==> src/rtl/seg_pkg.sv <==
// Shared types and constants for the multiplexed 7-segment scan decoder.
// Segment patterns are active-high gfedcba (bit0 = a).
package seg_pkg;

    typedef enum logic [1:0] {
        ST_IDLE,
        ST_TRACK,
        ST_HOLD
    } state_t;

    localparam logic [6:0] SEG_0     = 7'h3F;
    localparam logic [6:0] SEG_1     = 7'h06;
    localparam logic [6:0] SEG_2     = 7'h5B;
    localparam logic [6:0] SEG_3     = 7'h4F;
    localparam logic [6:0] SEG_4     = 7'h66;
    localparam logic [6:0] SEG_5     = 7'h6D;
    localparam logic [6:0] SEG_6     = 7'h7D;
    localparam logic [6:0] SEG_7     = 7'h07;
    localparam logic [6:0] SEG_8     = 7'h7F;
    localparam logic [6:0] SEG_9     = 7'h67;
    localparam logic [6:0] SEG_9T    = 7'h6F;
    localparam logic [6:0] SEG_A     = 7'h77;
    localparam logic [6:0] SEG_B     = 7'h7C;
    localparam logic [6:0] SEG_C     = 7'h39;
    localparam logic [6:0] SEG_D     = 7'h5E;
    localparam logic [6:0] SEG_E     = 7'h79;
    localparam logic [6:0] SEG_F     = 7'h71;
    localparam logic [6:0] SEG_BLANK = 7'h00;

    localparam int DEF_STABLE_CYCLES  = 16;
    localparam int DEF_TIMEOUT_CYCLES = 1048576;

    function automatic logic one_low(input logic [3:0] an);
        return (an == 4'b1110) || (an == 4'b1101) ||
               (an == 4'b1011) || (an == 4'b0111);
    endfunction

    function automatic logic [1:0] low_idx(input logic [3:0] an);
        logic [1:0] idx;
        idx = 2'd3;
        if (!an[0])
            idx = 2'd0;
        else if (!an[1])
            idx = 2'd1;
        else if (!an[2])
            idx = 2'd2;
        return idx;
    endfunction

endpackage

==> src/rtl/seg_pattern_decode.sv <==
// Combinational 7-segment pattern to hex nibble decoder.
// Blank is legal but carries no digit; anything unlisted is illegal.
module seg_pattern_decode
    import seg_pkg::*;
(
    input  logic [6:0] i_pat,
    output logic [3:0] o_nib,
    output logic       o_legal,
    output logic       o_blank
);

    always_comb begin
        o_nib   = 4'h0;
        o_legal = 1'b1;
        o_blank = 1'b0;
        case (i_pat)
            SEG_0:         o_nib = 4'h0;
            SEG_1:         o_nib = 4'h1;
            SEG_2:         o_nib = 4'h2;
            SEG_3:         o_nib = 4'h3;
            SEG_4:         o_nib = 4'h4;
            SEG_5:         o_nib = 4'h5;
            SEG_6:         o_nib = 4'h6;
            SEG_7:         o_nib = 4'h7;
            SEG_8:         o_nib = 4'h8;
            SEG_9, SEG_9T: o_nib = 4'h9;
            SEG_A:         o_nib = 4'hA;
            SEG_B:         o_nib = 4'hB;
            SEG_C:         o_nib = 4'hC;
            SEG_D:         o_nib = 4'hD;
            SEG_E:         o_nib = 4'hE;
            SEG_F:         o_nib = 4'hF;
            SEG_BLANK:     o_blank = 1'b1;
            default:       o_legal = 1'b0;
        endcase
    end

endmodule

==> src/rtl/seg_scan_decoder.sv <==
// Snoops a multiplexed 7-segment display bus and recovers the shown digits.
// A digit is captured once its anode/segment pair has been stable long enough.
module seg_scan_decoder
    import seg_pkg::*;
#(
    parameter int STABLE_CYCLES  = DEF_STABLE_CYCLES,
    parameter int TIMEOUT_CYCLES = DEF_TIMEOUT_CYCLES
) (
    input  logic        clk,
    input  logic        rst,
    input  logic [7:0]  segin,
    input  logic [3:0]  anin,
    output logic [15:0] hexout,
    output logic [3:0]  dpout,
    output logic [3:0]  digvalid,
    output logic [3:0]  segerr,
    output logic        capture
);

    localparam int TW = $clog2(TIMEOUT_CYCLES + 1);
    localparam logic [TW-1:0] TMO_LOAD = TW'(TIMEOUT_CYCLES);
    localparam logic [TW-1:0] TMO_ONE  = TW'(1);
    localparam logic [7:0]    STB_LAST = 8'(STABLE_CYCLES - 1);

    state_t        r_state;
    logic [7:0]    r_cnt;
    logic [3:0]    r_an;
    logic [7:0]    r_seg;
    logic [15:0]   r_hex;
    logic [3:0]    r_dp;
    logic [3:0]    r_valid;
    logic [3:0]    r_err;
    logic          r_cap;
    logic [TW-1:0] r_tmo [4];

    logic       w_same;
    logic       w_one;
    logic       w_fire;
    logic [1:0] w_idx;
    logic [6:0] w_pat;
    logic [3:0] w_nib;
    logic       w_legal;
    logic       w_blank;

    assign w_same = (anin == r_an) && (segin == r_seg);
    assign w_one  = one_low(anin);
    assign w_fire = (r_state == ST_TRACK) && w_same && (r_cnt == STB_LAST);
    assign w_idx  = low_idx(r_an);
    assign w_pat  = ~r_seg[6:0];

    seg_pattern_decode u_dec (
        .i_pat   (w_pat),
        .o_nib   (w_nib),
        .o_legal (w_legal),
        .o_blank (w_blank)
    );

    // HOLD reacts to a change exactly as IDLE would on the same cycle.
    always_ff @(posedge clk or posedge rst) begin
        if (rst) begin
            r_state <= ST_IDLE;
            r_cnt   <= 8'd0;
            r_an    <= 4'hF;
            r_seg   <= 8'hFF;
        end else if (r_state == ST_IDLE || !w_same) begin
            if (w_one) begin
                r_state <= ST_TRACK;
                r_cnt   <= 8'd1;
                r_an    <= anin;
                r_seg   <= segin;
            end else begin
                r_state <= ST_IDLE;
                r_cnt   <= 8'd0;
            end
        end else if (r_state == ST_TRACK) begin
            if (r_cnt == STB_LAST)
                r_state <= ST_HOLD;
            else
                r_cnt <= r_cnt + 8'd1;
        end
    end

    always_ff @(posedge clk or posedge rst) begin
        if (rst) begin
            r_hex   <= 16'h0000;
            r_dp    <= 4'h0;
            r_valid <= 4'h0;
            r_err   <= 4'h0;
            r_cap   <= 1'b0;
            for (int n = 0; n < 4; n++)
                r_tmo[n] <= '0;
        end else begin
            r_cap <= w_fire;
            for (int n = 0; n < 4; n++) begin
                if (w_fire && w_idx == 2'(n) && w_legal)
                    r_tmo[n] <= TMO_LOAD;
                else if (r_tmo[n] != '0)
                    r_tmo[n] <= r_tmo[n] - TMO_ONE;

                // A capture on the expiring cycle overrides the timeout.
                if (w_fire && w_idx == 2'(n)) begin
                    r_err[n]   <= ~w_legal;
                    r_valid[n] <= w_legal & ~w_blank;
                    if (w_legal)
                        r_dp[n] <= ~r_seg[7];
                    if (w_legal && !w_blank)
                        r_hex[4*n +: 4] <= w_nib;
                end else if (r_tmo[n] == TMO_ONE) begin
                    r_valid[n] <= 1'b0;
                end
            end
        end
    end

    assign hexout   = r_hex;
    assign dpout    = r_dp;
    assign digvalid = r_valid;
    assign segerr   = r_err;
    assign capture  = r_cap;

endmodule
==> config.mk <==
export PLATFORM = sky130hd
export DESIGN_NAME = seg_scan_decoder
export DESIGN_NICKNAME = d
export VERILOG_FILES = /design/src/rtl/seg_pkg.sv /design/src/rtl/seg_pattern_decode.sv /design/src/rtl/seg_scan_decoder.sv
export SDC_FILE = /design/constraint.sdc
export NUM_CORES = 1
export LEC_CHECK = 0
export BUFFER_PORTS_ARGS = -buffer_cell sky130_fd_sc_hd__buf_2
export CORE_ASPECT_RATIO = 1.4
export CORE_UTILIZATION = 66
export CTS_BUF_LIST = sky130_fd_sc_hd__clkbuf_16
export DETAILED_ROUTE_END_ITERATION = 8
export PLACE_DENSITY = 0.86
export REMOVE_ABC_BUFFERS = 1
export SKIP_CTS_REPAIR_TIMING = 1
export SYNTH_ARGS = -nofsm -noshare
export SYNTH_HDL_FRONTEND = slang
export SYNTH_SLANG_ARGS = --single-unit
==> constraint.sdc <==
create_clock -name clk -period 12.9 [get_ports clk]
set_input_delay 1.935 -clock clk [delete_from_list [all_inputs] [get_ports clk]]
set_output_delay 1.935 -clock clk [all_outputs]
set_load 0.03 [all_outputs]
==> flow_summary.rst, run 1 <==
.. list-table::
   :header-rows: 1

   * - Metric
     - Value
   * - ANT nets after route
     - 0
   * - Worst min-delay path class
     - reg2reg
   * - Start point of the worst min-delay path
     - digvalid[2]$_DFFE_PP0P_
   * - Number of instances in the synthesized netlist
     - 712
   * - Weighted congestion at the end of routability-driven global placement
     - 0.870
   * - Clock latency reported for the late side of the worst-skew pair
     - 0.41 ns
   * - Clock Skews
     - 0.00979 ns
   * - GRT Residual Overflow
     - 0
   * - CTS buffer count
     - 17
   * - CTS tree
     - yes
   * - Transition at the pin with the smallest max-transition slack
     - 1.06 ns
   * - Aggregate negative setup slack
     - 0 ns
   * - Avg Vias per Cell
     - 6.11
   * - Layout overhead on the synthesized area
     - 12.2%
   * - Power per cell area
     - 132 nW/um^2
   * - Initial antenna violation count
     - 0
   * - Vias in the first global route
     - 5,675
   * - Final hold violation count
     - 0
   * - # setup viols final
     - 0
   * - Worst r2r dst
     - hexout[3]$_DFFE_PP0P_
   * - First DRT Iteration DRCs
     - 365
   * - Per-instance average area after synthesis
     - 9.97 sq um
   * - Largest net degree at the start of global routing
     - 86
   * - Number of synthesis warnings
     - 0
   * - Top cells by area in the synthesized netlist
     - dfrtp_1 (43%), nor2_1 (7.0%), xnor2_1 (6.8%)
   * - Register-to-Register Path Depth
     - 6
   * - Worst IR Drop VDD
     - 0.110 mV
   * - Count of pins on the block boundary
     - 43
   * - Share of async-settable or async-resettable flops after synthesis
     - 100%
   * - Share of cell area taken by muxes after synthesis
     - 6.43%
   * - Area share of the leading cell type in the synthesized netlist
     - 43.4%
   * - Die Width
     - 89.7 microns
   * - Register clock-pin slew on the reported worst setup and hold paths
     - 0.05 ns
   * - Final wirelength
     - 15.3 mm
   * - Vertical die dimension
     - 125 microns
   * - Maximum clock frequency
     - 0.245 GHz
   * - Clock root buffer
     - clkbuf_16
   * - Global-route wire length before repair
     - 26.3 mm
   * - Die Outline Area
     - 11,200 sq um
   * - Basic-gate share of the synthesized area counting and, or, nand and nor cells
     - 24.0%
   * - Sinks on the clock net
     - 135
   * - Hold Crit Endpoint
     - digvalid[2]$_DFFE_PP0P_
   * - Compound-cell area share of the yosys netlist
     - 4.88%
   * - 1st-pass router iterations
     - 5
   * - Maximum buffer depth of the clock tree
     - 2
   * - Number of library cell types mapped by synthesis
     - 55
   * - Post-Synthesis Cell Area
     - 7100 sq um
   * - Worst r2r src
     - r_seg[3]$_DFFE_PP1P_
   * - Post-route fraction of the period consumed by the critical path
     - 31.6%
   * - Core Footprint
     - 10,400 sq um
   * - Post-Layout Inst Area
     - 7970 sq um
   * - Hold path depth
     - 2
   * - Routed via count
     - 5,504
   * - Max capacitance violation total
     - 0
   * - Share of synthesized cell area in full adder, half adder and majority cells
     - 2.29%
   * - Number of H-tree branching levels
     - 4
   * - Unrepaired setup endpoints after global routing
     - false
   * - Leakage component of the power
     - 3.12 nW
   * - DRC Markers
     - 0
   * - Reg-to-reg slack, setup
     - 9.74 ns
   * - Arrival time of data at the critical path endpoint
     - 4.37 ns
   * - Dominant synthesized flop cell
     - dfrtp_1
   * - Worst Path Required
     - 13.19 ns
   * - Crit Path Category
     - in2reg
   * - Number of diodes
     - 0
   * - Number of rows created at floorplan
     - 44
   * - Fin. max-slew vios
     - 0
   * - DP Area
     - 7380 sq um
   * - Dominant combinational cell family by area after synthesis
     - simple AND/OR/NAND/NOR gates
   * - Final layout net count
     - 777
   * - Proportion of synthesized chip area in sequential cells
     - 47.8%
   * - Maximum fanout count along the critical path
     - 6
   * - Worst slew margin
     - 29.1%
   * - Port Buf Inserts
     - 42
   * - Share of final-layout standard cells stronger than drive strength 1
     - 18.2%
   * - Total of flip-flops plus latches after synthesis
     - 135
   * - Initial core utilization
     - 68.2%
   * - Run status
     - finished, final reports clean
   * - Endpoint kind of the worst setup timing path
     - flop
   * - Startpoint kind of the worst setup timing path
     - primary input
   * - Share of the synthesized netlist area taken by xor and xnor gates
     - 11.6%
   * - Total half-perimeter wirelength after legalization and detailed placement
     - 9.98 mm
   * - Global router's overall resource usage
     - 30.4%
   * - Post-detailed-route wirelength per cell
     - 17.0 microns
   * - Fin crit period
     - 4.08 ns
   * - Yosys top cell by area
     - dfrtp_1
   * - Post-synth EDFFs
     - 0
-- layout make-up --
cell class / instances / area [sq um]
clock buffers: 17 / 425
clock inverters: 15 / 160
fillers: 644 / 2440
inverters: 19 / 73.8
multi-input cells: 530 / 3500
flip-flops and latches: 135 / 3390
well taps: 138 / 173
repair buffers: 47 / 248
-- how the worst max path moves through the flow --
| stage | start | end |
|---|---|---|
| 2_1_floorplan | rst | capture$_DFF_PP0_ |
| 3_3_place_gp | segin[2] | hexout[11]$_DFFE_PP0P_ |
| 3_5_place_dp | segin[2] | hexout[11]$_DFFE_PP0P_ |
| 4_1_cts | segin[2] | hexout[8]$_DFFE_PP0P_ |
| 5_1_grt | segin[2] | hexout[11]$_DFFE_PP0P_ |
| 6_report | segin[2] | hexout[8]$_DFFE_PP0P_ |
-- logic make-up (layout without fill, tap and decap cells) --
family                   Yosys count  count (layout)
AO/OA/AOI/OAI                     53              53
XOR/XNOR                          94              94
adder cells (fa/ha/maj)           13              13
buffers and inverters             47              98
flip-flops                       135             135
multiplexers                      40              40
AND/OR/NAND/NOR                  330             330
-- per-layer routing --
metal / GRT usage, % / up-vias / part of all wire [%]
met5: 0 / - / 0
li1: - / 2560 / -
met2: 51.7 / 189 / 54
met4: 11.1 / 0 / 2.1
met1: 35.5 / 2720 / 39
met3: 8.81 / 35 / 5.4
-- report_power, final --
part | total (W) | leakage [nW] | switching, W | internal [W]
Sequential | 0.000485 | 1.46 | 0.0000383 | 0.000447
Combinational | 0.0000871 | 1.38 | 0.0000496 | 0.0000374
Clock | 0.000481 | 0.279 | 0.000180 | 0.000300
Total | 0.00105 | 3.12 | 0.000268 | 0.000785
-- placed cells by master, fill, tap and decap left out, drive strengths merged, types with 5 or more instances in the layout --
master,n
a21oi,11
buf,47
clkbuf,17
clkinv,8
dfrtp,123
dfstp,12
ha,13
inv,20
mux2,33
mux2i,7
nand2,25
nand2b,6
nand3,23
nand3b,7
nand4,11
nand4b,9
nor2,133
nor3,39
nor4,25
o21ai,17
or2,5
or3,12
or4,11
xnor2,55
xor2,39
-- metrics by stage --
step / worst slack [ns] / utilization (%) / hold slack, ns / cells / total power (W)
5_1_grt: 8.66 / 76.6 / 0.530 / 901 / 0.00109
3_3_place_gp: 8.57 / 71.0 / 0.488 / 869 / 0.000569
4_1_cts: 8.87 / 76.6 / 0.507 / 901 / 0.00105
6_report: 8.82 / 76.6 / 0.507 / 901 / 0.00105
2_1_floorplan: 7.37 / - / 0.493 / 684 / 0.000546
3_5_place_dp: 8.46 / 71.0 / 0.492 / 869 / 0.000577
-- Yosys cell counts (5+ instances only) --
cell type / n
nor2_1: 133
dfrtp_1: 123
xnor2_1: 55
xor2_1: 39
nor3_1: 36
mux2_2: 29
nand2_1: 25
nor4_1: 25
nand3_1: 23
inv_1: 19
o21ai_0: 14
buf_2: 13
ha_1: 13
clkbuf_1: 12
dfstp_2: 12
or3_1: 12
a21oi_1: 11
nand4_1: 11
or4_1: 10
nand4b_1: 9
mux2i_1: 7
nand3b_1: 7
nand2b_1: 6
or2_2: 5
-- state kept, by name, indices dropped and copies added (netlist names) --
register  count
segerr        4
hexout       16
digvalid      4
dpout         4
r_tmo        84
r_state       2
r_seg         8
capture       1
r_an          4
r_cnt         8
-- worst max-delay path, cell delays in order --
cell and delay (ns):
buf_2 0.11, xor2_1 0.15, nor4_1 0.58, nand4b_1 0.33, inv_1 0.21, nand4b_1 0.27, nor3_2 0.40, mux2_2 0.39
(Power assumes the default switching activity.)
==> run 2, diff against run 1 <==
--- a/config.mk
+++ b/config.mk
@@ -7,10 +7,10 @@
 export LEC_CHECK = 0
 export BUFFER_PORTS_ARGS = -buffer_cell sky130_fd_sc_hd__buf_2
 export CORE_ASPECT_RATIO = 1.4
-export CORE_UTILIZATION = 66
+export CORE_UTILIZATION = 55
 export CTS_BUF_LIST = sky130_fd_sc_hd__clkbuf_16
 export DETAILED_ROUTE_END_ITERATION = 8
-export PLACE_DENSITY = 0.86
+export PLACE_DENSITY = 0.76
 export REMOVE_ABC_BUFFERS = 1
 export SKIP_CTS_REPAIR_TIMING = 1
 export SYNTH_ARGS = -nofsm -noshare
==> constraint.sdc (replaced) <==
create_clock -name clk -period 3.5 [get_ports clk]
set_input_delay 0.525 -clock clk [delete_from_list [all_inputs] [get_ports clk]]
set_output_delay 0.525 -clock clk [all_outputs]
set_load 0.03 [all_outputs]
==> flow_summary.rst, run 2 (synthesis results as in run 1) <==
.. list-table::
   :header-rows: 1

   * - Metric
     - Value
   * - ANT nets after route
     - 0 (unchanged)
   * - Arrival time of data at the critical path endpoint
     - 3.32 ns (-1.05 ns)
   * - Most common cell after layout, fill and taps aside
     - nor2_1
   * - Die Outline Area
     - 13,400 sq um (+20%)
   * - Worst IR Drop VDD
     - 0.337 mV (+210%)
   * - Filler cells
     - 959 (+49%)
   * - Vertical die dimension
     - 136 microns (+9.4%)
   * - Standard cell with the maximum stage delay on the critical path
     - dfstp_2
   * - Final wirelength
     - 14.6 mm (-5.1%)
   * - Global router's overall resource usage
     - 23.5% (-6.9 points)
   * - Final hold violation count
     - 0 (unchanged)
   * - Fin crit period
     - 3.02 ns
   * - Post-route fraction of the period consumed by the critical path
     - 86.2%
   * - Peak per-stage delay on the critical path
     - 0.73 ns (+0.15 ns)
   * - Crit Path Category
     - reg2reg
   * - Endpoint kind of the worst setup timing path
     - flop
   * - Final layout net count
     - 780 (+0.39%)
   * - Transition at the pin with the smallest max-transition slack
     - 0.785 ns (-0.278 ns)
   * - CTS tree
     - yes
   * - Initial core utilization
     - 57.1% (-11 points)
   * - Power per cell area
     - 485 nW/um^2 (+270%)
   * - First DRT Iteration DRCs
     - 200 (-45%)
   * - Leakage component of the power
     - 3.13 nW (+0.43%)
   * - Routed via count
     - 5,331 (-3.1%)
   * - Global-route wire length before repair
     - 24.9 mm (-5.1%)
   * - Critical-path cell list
     - xor2_1 -> nor4_1 -> nand4b_1 -> inv_1 -> nand3b_1 -> nor3_2 -> mux2_2
   * - Post-Layout Inst Area
     - 8020 sq um (+0.66%)
   * - Register ranked first by flip-flop count
     - r_tmo
   * - Total half-perimeter wirelength after legalization and detailed placement
     - 9.80 mm (-1.8%)
   * - Max capacitance violation total
     - 0 (unchanged)
   * - Worst r2r src
     - r_seg[3]$_DFFE_PP1P_
   * - Clock latency reported for the late side of the worst-skew pair
     - 0.42 ns (about the same)
   * - Register-to-Register Path Depth
     - 7 (+1)
   * - Aggregate negative setup slack
     - 0 ns (unchanged)
   * - Core Footprint
     - 12,400 sq um (+19%)
   * - Fraction of the core area covered by cells at the end of the flow
     - 64.5% (-12 points)
   * - Register clock-pin slew on the reported worst setup and hold paths
     - 0.06 ns (about the same)
   * - Number of rows created at floorplan
     - 48 (+9.1%)
   * - GRT Residual Overflow
     - 0 (unchanged)
   * - Maximum fanout count along the critical path
     - 19 (+13)
   * - CTS buffer count
     - 17 (unchanged)
   * - Clock root buffer
     - clkbuf_16
   * - Weighted congestion at the end of routability-driven global placement
     - 0.771 (-11%)
   * - Failing checks
     - DRC
   * - Fin. max-slew vios
     - 0 (unchanged)
   * - Number of H-tree branching levels
     - 4 (unchanged)
   * - Startpoint kind of the worst setup timing path
     - flop
   * - Clock Skews
     - 0.00690 ns (-0.00289 ns)
   * - Maximum clock frequency
     - 0.331 GHz
   * - Post-detailed-route wirelength per cell
     - 15.9 microns (-6.7%)
   * - Worst r2r dst
     - hexout[6]$_DFFE_PP0P_
   * - Most used cells in the layout excluding fill and tap cells
     - nor2_1 (133), dfrtp_1 (123), xnor2_1 (55)
   * - Area of all sequential standard cells
     - 3390 sq um (unchanged)
   * - DP Area
     - 7430 sq um (+0.68%)
   * - Reg-to-reg slack, setup
     - 0.48 ns (-9.26 ns)
   * - DRC Markers
     - 1 (+1)
   * - Worst slew margin
     - 47.7% (+19 points)
   * - 1st-pass router iterations
     - 6 (+1)
   * - Vias in the first global route
     - 5,338 (-5.9%)
   * - Count of pins on the block boundary
     - 43 (unchanged)
   * - Worst min-delay path class
     - in2async
   * - Initial antenna violation count
     - 0 (unchanged)
   * - Number of diodes
     - 0 (unchanged)
   * - Multi-input combinational cell area
     - 3500 sq um (unchanged)
   * - Worst Path Required
     - 3.80 ns (-9.39 ns)
   * - Layout overhead on the synthesized area
     - 13.0%
   * - Avg Vias per Cell
     - 5.82 (-4.7%)
   * - Port Buf Inserts
     - 42 (unchanged)
   * - Sinks on the clock net
     - 135 (unchanged)
   * - Number of flip-flops under the largest register name
     - 84 (unchanged)
   * - Run status
     - finished with violations
   * - Die Width
     - 98.0 microns (+9.3%)
   * - Share of final-layout standard cells stronger than drive strength 1
     - 18.4% (+0.19 points)
   * - Unrepaired setup endpoints after global routing
     - false
   * - Maximum buffer depth of the clock tree
     - 2 (unchanged)
   * - Final Power
     - 0.00389 W (+270%)
   * - Largest net degree at the start of global routing
     - 74 (-14%)
   * - # setup viols final
     - 0 (unchanged)
-- run 2: cell count changes in the layout (fill, tap and decap cells not counted), sizes merged --
cell / change
clkinv: -5
buf: +3
clkinvlp: +3
inv: +2
-- run 2: layer usage --
metal | part of all wire (%) | vias to the layer above | GRT usage, %
met4 | 2.4 | 0 | 9.76
met5 | 0 | - | 0
met3 | 2.9 | 29 | 4.22
met2 | 52 | 100 | 40.2
li1 | - | 2559 | -
met1 | 43 | 2643 | 29.3
-- run 2: per-stage QoR --
step	worst slack [ns]	std cells	hold slack, ns
floorplan	-0.616	684	0.493
global placement	0.683	884	0.491
detailed placement	0.567	884	0.496
CTS	0.556	916	0.299
global route	0.0640	916	0.346
finish	0.483	916	0.272
-- run 2: how the worst max path moves through the flow --
| stage | from | endpoint | slack [ns] | cells after the start |
|---|---|---|---|---|
| 6_report | r_seg[3]$_DFFE_PP1P_ | hexout[6]$_DFFE_PP0P_ | 0.48 | 7 |
| 5_1_grt | r_seg[3]$_DFFE_PP1P_ | hexout[9]$_DFFE_PP0P_ | 0.06 | 7 |
| 4_1_cts | r_seg[3]$_DFFE_PP1P_ | hexout[11]$_DFFE_PP0P_ | 0.56 | 7 |
| 3_3_place_gp | anin[3] | hexout[9]$_DFFE_PP0P_ | 0.68 | 8 |
| 3_5_place_dp | r_seg[3]$_DFFE_PP1P_ | hexout[9]$_DFFE_PP0P_ | 0.57 | 7 |
| 2_1_floorplan | rst | capture$_DFF_PP0_ | -0.62 | 1 |
-- run 2: layout make-up --
class                   instances  share of cell area, %
flip-flops and latches        135                   42.3
repair buffers                 50                   3.53
multi-input cells             530                   43.6
clock inverters                15                   2.03
clock buffers                  17                   5.30
inverters                      19                  0.920
well taps                     150                   2.34
-- run 2: worst max-delay path: cells and delay by family, from the launching register on --
family | cells | cell delay, ns
xor gates and xnor gates | 1 | 0.13
buffers and inverters | 1 | 0.20
DFF | 1 | 0.73
muxes | 1 | 0.39
and+or+nand+nor | 4 | 1.45
-- run 2: power by group --
group	total [W]	internal, W	switching (W)
clock	0.00178	0.00111	0.000677
combinational	0.000322	0.000148	0.000174
sequential	0.00179	0.00165	0.000139
total	0.00389	0.00290	0.000989
==> run 3, diff against run 2 <==
--- a/config.mk
+++ b/config.mk
@@ -5,11 +5,11 @@
 export SDC_FILE = /design/constraint.sdc
 export NUM_CORES = 1
 export LEC_CHECK = 0
-export BUFFER_PORTS_ARGS = -buffer_cell sky130_fd_sc_hd__buf_2
 export CORE_ASPECT_RATIO = 1.4
-export CORE_UTILIZATION = 55
+export CORE_UTILIZATION = 58
 export CTS_BUF_LIST = sky130_fd_sc_hd__clkbuf_16
 export DETAILED_ROUTE_END_ITERATION = 8
+export DONT_BUFFER_PORTS = 1
 export PLACE_DENSITY = 0.76
 export REMOVE_ABC_BUFFERS = 1
 export SKIP_CTS_REPAIR_TIMING = 1
==> flow_summary.rst, run 3 (synthesis results as in run 1) <==
.. list-table::
   :header-rows: 1

   * - Metric
     - Value
   * - Global router's overall resource usage
     - 25.9% (+2.5 points)
   * - Avg Vias per Cell
     - 6.02 (+3.4%)
   * - Number of flip-flops under the largest register name
     - 84 (unchanged)
   * - Die Width
     - 95.5 microns (-2.6%)
   * - Fin. max-slew vios
     - 0 (unchanged)
   * - Most common cell after layout, fill and taps aside
     - nor2_1
   * - Startpoint kind of the worst setup timing path
     - flop
   * - Routed via count
     - 5,240 (-1.7%)
   * - Vertical die dimension
     - 133 microns (-2.6%)
   * - Maximum clock frequency
     - 0.324 GHz (-2.3%)
   * - Number of diodes
     - 0 (unchanged)
   * - Final hold violation count
     - 0 (unchanged)
   * - Final layout net count
     - 738 (-5.4%)
   * - Global-route wire length before repair
     - 25.4 mm (+1.9%)
   * - Min setup slack post-route
     - 0.411 ns (-0.0715 ns)
   * - Part of the power in the clock network
     - 47.9% (+2.1 points)
   * - Worst IR Drop VDD
     - 0.457 mV (+36%)
   * - Register ranked first by flip-flop count
     - r_tmo
   * - Post-detailed-route wirelength per cell
     - 17.2 microns (+8.0%)
   * - Switching share of power
     - 24.4% (-1.0 points)
   * - Initial antenna violation count
     - 0 (unchanged)
   * - Share of final-layout standard cells stronger than drive strength 1
     - 14.0% (-4.5 points)
   * - DP Area
     - 7210 sq um (-3.0%)
   * - Total half-perimeter wirelength after legalization and detailed placement
     - 9.93 mm (+1.4%)
   * - Core Footprint
     - 11,900 sq um (-4.4%)
   * - Final Power
     - 0.00402 W (+3.2%)
   * - ANT nets after route
     - 0 (unchanged)
   * - Number of rows created at floorplan
     - 47 (-2.1%)
   * - Sequential power share
     - 44.5% (-1.4 points)
   * - Unrepaired setup endpoints after global routing
     - false
   * - 1st-pass router iterations
     - 5 (-1)
   * - Number of H-tree branching levels
     - 4 (unchanged)
   * - CTS tree
     - yes
   * - Max capacitance violation total
     - 0 (unchanged)
   * - DRC Markers
     - 0 (-1)
   * - Weighted congestion at the end of routability-driven global placement
     - 0.895 (+16%)
   * - Worst Path Required
     - 3.81 ns (about the same)
   * - Clock Skews
     - 0.00886 ns (+0.00195 ns)
   * - Post-Layout Inst Area
     - 7840 sq um (-2.2%)
   * - Count of pins on the block boundary
     - 43 (unchanged)
   * - # setup viols final
     - 0 (unchanged)
   * - Vias in the first global route
     - 5,257 (-1.5%)
   * - First DRT Iteration DRCs
     - 284 (+42%)
   * - Run status
     - finished, final reports clean
   * - Endpoint kind of the worst setup timing path
     - flop
   * - Post-route fraction of the period consumed by the critical path
     - 88.2% (+2.0 points)
   * - Fraction of the core area covered by cells at the end of the flow
     - 66.0% (+1.5 points)
   * - Die Outline Area
     - 12,700 sq um (-5.1%)
   * - Filler cells
     - 900 (-6.2%)
   * - Power per cell area
     - 512 nW/um^2 (+5.6%)
   * - Leakage component of the power
     - 2.97 nW (-5.3%)
   * - Clock latency reported for the late side of the worst-skew pair
     - 0.42 ns (about the same)
   * - Clock root buffer
     - clkbuf_16
   * - Internal cell power
     - 0.00304 W (+4.7%)
   * - Switch Pwr
     - 0.000981 W (-0.88%)
   * - Crit Path Category
     - reg2reg
   * - Initial core utilization
     - 59.8% (+2.7 points)
   * - Pre-CTS setup slack
     - 0.472 ns (-0.0947 ns)
   * - Maximum fanout count along the critical path
     - 19 (unchanged)
   * - Arrival time of data at the critical path endpoint
     - 3.39 ns (+0.07 ns)
   * - Transition at the pin with the smallest max-transition slack
     - 0.946 ns (+0.161 ns)
   * - Final wirelength
     - 14.9 mm (+2.7%)
   * - Worst min-delay path class
     - in2async
   * - CTS buffer count
     - 17 (unchanged)
   * - Port Buf Inserts
     - 0 (-100%)
   * - Worst slew margin
     - 36.9% (-11 points)
   * - Sinks on the clock net
     - 135 (unchanged)
   * - Maximum buffer depth of the clock tree
     - 2 (unchanged)
   * - GRT Residual Overflow
     - 0 (unchanged)
   * - Largest net degree at the start of global routing
     - 78 (+5.4%)
   * - Most used cells in the layout excluding fill and tap cells
     - nor2_1 (133), dfrtp_1 (123), xnor2_1 (55)
   * - Register clock-pin slew on the reported worst setup and hold paths
     - 0.06 ns (about the same)
   * - Fin crit period
     - 3.09 ns (+0.0715 ns)
   * - Share of power burned in combinational logic
     - 7.6% (-0.7 points)
   * - Layout overhead on the synthesized area
     - 10.5%
==> run 3: cell type report <==
cell class | instances | area, sq um | area share (%)
clock buffer | 17 | 425 | 5.42
inverter | 19 | 73.8 | 0.941
sequential | 135 | 3390 | 43.3
multi-input combinational | 530 | 3500 | 44.6
tap | 147 | 184 | 2.35
timing repair buffer | 8 | 60.1 | 0.766
clock inverter | 15 | 210 | 2.68
==> run 3: routing by layer <==
| metal | vias to the layer above | global-route usage, % | routed length (microns) |
|---|---|---|---|
| li1 | 2485 | - | - |
| met1 | 2608 | 31.9 | 6080 |
| met2 | 116 | 41.9 | 7700 |
| met3 | 31 | 8.33 | 801 |
| met4 | 0 | 10.3 | 365 |
| met5 | - | 0 | 0 |
==> run 3: critical path: stages (launching register included) <==
cell and delay, ns:
dfstp_2 0.73, or4b_2 0.62, a31oi_1 0.18, o21ai_1 0.08
and4_1 0.38, or4_4 0.66, mux2_4 0.32
==> run 3: per-stage QoR <==
step | hold slack [ns] | setup TNS [ns] | std cells
3_5_place_dp | 0.531 | 0 | 839
5_1_grt | 0.240 | 0 | 871
3_3_place_gp | 0.520 | 0 | 839
4_1_cts | 0.215 | 0 | 871
6_report | 0.177 | 0 | 871
2_1_floorplan | 0.493 | -75.80 | 684
==> run 3: power by group through the flow <==
stage               clock network (W)  logic, W  registers [W]
floorplan                           0  0.000246        0.00177
global placement                    0  0.000288        0.00180
detailed placement                  0  0.000301        0.00181
CTS                           0.00195  0.000305        0.00178
global route                  0.00201  0.000340        0.00180
finish                        0.00193  0.000305        0.00179
==> run 3: path summary, 6_finish.rpt <==
check | startpoint | end | slack [ns] | depth (start not counted)
min reg2reg | r_tmo[70]$_DFFE_PP0P_ | r_tmo[70]$_DFFE_PP0P_ | 0.55 | 2
min in group clk | segin[4] | r_seg[4]$_DFFE_PP1P_ | 0.26 | 1
min | rst | r_tmo[54]$_DFFE_PP0P_ | 0.18 | 1
max reg2reg | r_seg[3]$_DFFE_PP1P_ | hexout[0]$_DFFE_PP0P_ | 0.41 | 6
max | r_seg[3]$_DFFE_PP1P_ | hexout[0]$_DFFE_PP0P_ | 0.41 | 6
max in group asynchronous | rst | r_an[2]$_DFFE_PP1P_ | 2.33 | 2
